$ cat config.mk
export PLATFORM = sky130hd
export DESIGN_NAME = inst_fetch_queue
export DESIGN_NICKNAME = d
export VERILOG_FILES = /design/src/rtl/inst_fetch_queue.sv
export SDC_FILE = /design/constraint.sdc
export NUM_CORES = 1
export LEC_CHECK = 0
export CAP_MARGIN = 20
export CORE_AREA = 2 2 213 215
export DETAILED_ROUTE_END_ITERATION = 6
export DIE_AREA = 0 0 215 217
export HOLD_SLACK_MARGIN = 0.06
export PLACE_DENSITY = 0.86
export RECOVER_POWER = 100
export SLEW_MARGIN = 20
export SYNTH_ARGS = -nofsm -noshare
export SYNTH_HDL_FRONTEND = slang
export SYNTH_SLANG_ARGS = --single-unit
$ cat constraint.sdc
create_clock -name clockIn -period 9.6 [get_ports clockIn]
set_input_delay 1.92 -clock clockIn [delete_from_list [all_inputs] [get_ports clockIn]]
set_output_delay 1.92 -clock clockIn [all_outputs]
set_load 0.02 [all_outputs]
$ cat src/rtl/inst_fetch_queue.sv
// Instruction fetch front end: issues icache fetches, pre-decodes JAL/branches for
// immediate redirect, and buffers fetched words in a circular queue toward decode.
module inst_fetch_queue #(
  parameter int unsigned QUEUE_WIDTH = 3,
  parameter logic [31:0] RESET_PC    = 32'h0
) (
  input  logic                   clockIn,
  input  logic                   resetIn,
  input  logic                   readyIn,
  output logic [31:0]            fetchAddrOut,
  output logic                   fetchValidOut,
  input  logic                   hit,
  input  logic [31:0]            icacheIn,
  output logic [31:0]            predPCOut,
  input  logic                   predictJump,
  output logic                   insValidOut,
  output logic [31:0]            insOut,
  output logic [31:0]            insPCOut,
  output logic                   insJumpOut,
  input  logic                   insReadyIn,
  input  logic                   clearIn,
  input  logic [31:0]            setPCVal,
  output logic [QUEUE_WIDTH:0]   countOut,
  output logic                   fullOut,
  output logic                   emptyOut
);

  localparam int unsigned DEPTH = 1 << QUEUE_WIDTH;
  localparam int unsigned CW    = QUEUE_WIDTH + 1;

  localparam logic [6:0] OP_JAL    = 7'b1101111;
  localparam logic [6:0] OP_JALR   = 7'b1100111;
  localparam logic [6:0] OP_BRANCH = 7'b1100011;

  localparam logic [0:0] ST_FETCH = 1'b0;
  localparam logic [0:0] ST_HOLD  = 1'b1;

  logic [0:0]             state_q, state_d;
  logic [31:0]            fetch_addr_q, fetch_addr_d;
  logic [QUEUE_WIDTH-1:0] head_q, head_d;
  logic [QUEUE_WIDTH-1:0] tail_q, tail_d;
  logic [CW-1:0]          count_q, count_d;

  logic [31:0] ins_mem_q [DEPTH];
  logic [31:0] pc_mem_q  [DEPTH];
  logic        jmp_mem_q [DEPTH];

  logic        full, empty, fetch_valid;
  logic        push, pop, flush;
  logic        taken;
  logic [6:0]  opcode;
  logic [31:0] imm_j, imm_b;

  assign full        = (count_q == CW'(DEPTH));
  assign empty       = (count_q == CW'(0));
  assign fetch_valid = (state_q == ST_FETCH) && !full;

  assign flush = clearIn && readyIn;
  assign push  = readyIn && fetch_valid && hit && !clearIn;
  assign pop   = readyIn && !empty && insReadyIn && !clearIn;

  assign opcode = icacheIn[6:0];
  assign imm_j  = {{11{icacheIn[31]}}, icacheIn[31], icacheIn[19:12], icacheIn[20],
                   icacheIn[30:21], 1'b0};
  assign imm_b  = {{19{icacheIn[31]}}, icacheIn[31], icacheIn[7], icacheIn[30:25],
                   icacheIn[11:8], 1'b0};

  // Pre-decode of the word being fetched: taken bit for the queue entry
  always_comb begin
    taken = 1'b0;
    if (opcode == OP_JAL) begin
      taken = 1'b1;
    end else if (opcode == OP_BRANCH) begin
      taken = predictJump;
    end
  end

  // Next-state: flush dominates, otherwise push/pop/redirect
  always_comb begin
    state_d      = state_q;
    fetch_addr_d = fetch_addr_q;
    head_d       = head_q;
    tail_d       = tail_q;
    count_d      = count_q;
    if (flush) begin
      state_d      = ST_FETCH;
      fetch_addr_d = setPCVal;
      head_d       = '0;
      tail_d       = '0;
      count_d      = '0;
    end else begin
      if (push) begin
        tail_d = tail_q + QUEUE_WIDTH'(1);
        if (opcode == OP_JAL) begin
          fetch_addr_d = fetch_addr_q + imm_j;
        end else if ((opcode == OP_BRANCH) && predictJump) begin
          fetch_addr_d = fetch_addr_q + imm_b;
        end else begin
          fetch_addr_d = fetch_addr_q + 32'd4;
        end
        if (opcode == OP_JALR) begin
          state_d = ST_HOLD;
        end
      end
      if (pop) begin
        head_d = head_q + QUEUE_WIDTH'(1);
      end
      case ({push, pop})
        2'b10:   count_d = count_q + CW'(1);
        2'b01:   count_d = count_q - CW'(1);
        default: count_d = count_q;
      endcase
    end
  end

  always_ff @(posedge clockIn or negedge resetIn) begin
    if (!resetIn) begin
      state_q      <= ST_FETCH;
      fetch_addr_q <= RESET_PC;
      head_q       <= '0;
      tail_q       <= '0;
      count_q      <= '0;
    end else if (readyIn) begin
      state_q      <= state_d;
      fetch_addr_q <= fetch_addr_d;
      head_q       <= head_d;
      tail_q       <= tail_d;
      count_q      <= count_d;
    end
  end

  // Queue storage needs no reset: contents are only visible when count is nonzero
  always_ff @(posedge clockIn) begin
    if (push) begin
      ins_mem_q[tail_q] <= icacheIn;
      pc_mem_q[tail_q]  <= fetch_addr_q;
      jmp_mem_q[tail_q] <= taken;
    end
  end

  assign fetchAddrOut  = fetch_addr_q;
  assign predPCOut     = fetch_addr_q;
  assign fetchValidOut = fetch_valid;
  assign insValidOut   = !empty;
  assign insOut        = empty ? 32'd0 : ins_mem_q[head_q];
  assign insPCOut      = empty ? 32'd0 : pc_mem_q[head_q];
  assign insJumpOut    = empty ? 1'b0  : jmp_mem_q[head_q];
  assign countOut      = count_q;
  assign fullOut       = full;
  assign emptyOut      = empty;

endmodule

==> flow_summary.yaml <==
sta:
  slew_headroom_pct: -133
  fin_crit_sh_pct: 78.1
  slew_violations: 676
  setup_viol: 0
  fin_skew_ns: 0.0197
  rsz0062_at_grt: "no"
  hold_viol_final: 0
  clock.fmax_mhz: 133
  fin_hold_ws_ns: 0.542
  max_slew.worst_pin.slew_ns: 3.49
  period_minus_slack_ns: 7.50
flow_run:
  cap_violations: 18
setup_path:
  crit_arrival_ns: 5.58
  critical_path.max_fanout: 44
  r2r-start: "countOut[0]"
  required_ns: 7.68
  cp_slowest_cell: "clkbuf_1"
  max_stage_delay_ns: 1.98
  end_kind: "output port"
  ff2ff_setup_slack_ns: 3.41
  crit_end: "insOut[28]"
  regToRegEndpoint: "pc_mem_q[1][13]"
  critPathLaunch: "countOut[0]"
  worstSetupPathType: "register to output port"
  worstSetupStartpointType: "register"
  reg2reg_depth: 7
  crit_chain: "nor3_1 -> nand2b_1 -> inv_1 -> clkbuf_1 -> a21oi_1 -> dlygate4sd3_1"
global_route:
  grt_overflow: 0
  grt_first_pass_wirelength_mm: 99.8
  grt_usage_pct: 28.2
  antenna_found_initial: 2
  grt_pass1_vias: 16700
  grt_max_degree: 95
synth:
  synth_area_leaders: "edfxtp_1 (61%), mux4_2 (11%), dfrtp_1 (4.2%)"
  synth_top_area_share_pct: 60.6
  ys_types: 86
  syn_nets: 1868
  yosysWarnings: 0
  syn_area_mm2: 0.0258
  ys_seq_elements: 563
  ys_seq_area_share_pct: 64.7
  synth_ff_type: "edfxtp_1"
  async_flop_share_pct: 7.64
  netlist_instances: 1746
  synth_edf_count: 520
  postSynthAreaPerCell_um2: 14.8
  synth_top_cell_by_area: "edfxtp_1"
placement:
  portBuffers: 207
  dp_hpwl_mm: 39.4
  dpl_cell_area_mm2: 0.0283
  gp_congestion: 0.961
floorplanning:
  chipWidth_um: 215
  io_pins: 208
  dieArea_mm2: 0.0467
  row_count: 78
  coreArea_mm2: 0.0447
  initial_core_util_pct: 57.7
  die_y_um: 217
pwr:
  power.total_uw: 8210
  peakVddDrop_uv: 226
  power_density_mw_per_mm2: 275
  leakage_uw: 0.0100
final_layout:
  postLayoutCellArea_mm2: 0.0299
  multi_input_area_mm2: 0.00837
  fillers: 3112
  finish.utilization_pct: 66.9
  drive_gt1_share_pct: 12.0
  areaGrowthSynthToFinish_pct: 15.9
  regArea_mm2: 0.0167
  finalNetCount: 2031
clock_network:
  cts_tree: "built"
  cts_resized: 0
  cts_buffers: 56
  clock-sinks: 563
  cts_max_level: 2
  clk_path_buf_depth: 3
  hold_buffers: 0
  cts.clk_slew.worst_paths_ns: 0.06
  clock_latency_ns: 0.61
  postCtsSetupRepairBufs: 0
  cts-root-buf: "clkbuf_16"
routing:
  vias: 16500
  ant_nets: 0
  drt_wl_total_mm: 65.8
  dr.pass1.iters: 7
  drc_errors: 0
  wl_per_cell_um: 25.7
  via_per_inst: 6.47
  drt_iter0_drc: 1755
hold_path:
  hp-class: "register to register"
status:
  status: "complete, but fails checks"
  violations: "capacitance limit, slew limit"
[sequential cells by signal, indices dropped and copies added, names as in the netlist]
| name | count |
|---|---|
| ins_mem_q | 256 |
| pc_mem_q | 256 |
| fetchAddrOut | 32 |
| jmp_mem_q | 8 |
| countOut | 4 |
| head_q | 3 |
| tail_q | 3 |
| state_q | 1 |
[cell usage after synthesis, types with 16 or more instances]
library cell,number
a211oi_1,19
a21oi_1,140
and3_1,21
buf_1,16
buf_4,32
clkbuf_1,69
dfrtp_1,43
edfxtp_1,520
ha_1,48
inv_1,21
mux4_2,130
nand2_1,226
nand3_1,32
nor2_1,63
nor3_1,21
o21ai_0,42
o21ai_1,16
xnor2_1,28
xor2_1,25
[cell usage in the layout (no fill, tap or decap), drive strengths merged, types with 5 or more instances in the layout]
master	n
a211oi	20
a21boi	5
a21o	15
a21oi	142
a221oi	5
a31oi	9
and2	11
and3	21
buf	11
clkbuf	98
clkdlybuf4s50	39
clkinv	22
dfrtp	43
dlygate4sd3	167
edfxtp	520
ha	48
inv	21
mux4	130
nand2	227
nand3	32
nand4	13
nor2	63
nor2b	9
nor3	22
o211ai	13
o21a	11
o21ai	59
o21bai	9
o221ai	8
o22ai	9
o31ai	6
or3	13
xnor2	28
xor2	25
[final cells by class]
type / count / share of cell area, %
Multi-Input combinational cell: 1030 / 28.0
Timing Repair Buffer: 237 / 7.46
Inverter: 21 / 0.268
Antenna cell: 4 / 0.0335
Sequential cell: 563 / 55.9
Clock buffer: 78 / 5.10
Tap cell: 600 / 2.51
Clock inverter: 25 / 0.783
[kinds of logic (layout without fill, tap and decap cells)]
family,after synthesis,count (layout),synth area share (%)
DFF,563,563,64.7
other,0,4,0
and+or+nand+nor,439,439,7.77
buffers and inverters,153,361,2.77
AOI/OAI and AO/OA,352,352,8.83
adders and majority gates,51,51,2.56
muxes,135,135,11.6
xor gates and xnor gates,53,53,1.80
[worst max-delay path: cells and delay by family (launching register included)]
kind	cells	cell delay [ns]
buf+inv	3	3.59
simple gates	2	0.54
flops	1	0.46
compound gates	1	0.32
[how the worst min path moves through the flow]
stage,startpoint,endpoint,slack [ns],depth (start not counted)
after CTS,state_q,state_q,0.54,2
after floorplan,state_q,state_q,0.47,2
after detailed placement,state_q,state_q,0.52,2
after global routing,state_q,state_q,0.60,2
after global placement,countOut[2],countOut[2],0.53,2
final,state_q,state_q,0.54,2
[stage by stage]
step | setup TNS (ns) | std cells | setup WS (ns)
after detailed placement | 0 | 2451 | 3.83
after CTS | 0 | 2554 | 3.48
final | 0 | 2558 | 2.10
after global routing | 0 | 2556 | 1.87
after global placement | 0 | 2451 | 3.90
after floorplan | -68.48 | 1746 | -0.530
[per-layer routing]
layer / global-route usage, % / part of all wire (%) / up-vias
li1: - / - / 7141
met1: 37.5 / 38 / 8410
met2: 48.5 / 51 / 863
met3: 4.58 / 8.1 / 126
met4: 8.71 / 2.6 / 0
met5: 0 / 0 / -
[power by group]
part / switching (uW) / internal [uW]
Sequential: 290 / 2840
Combinational: 1670 / 1330
Clock: 896 / 1190
(Power assumes the default switching activity.)
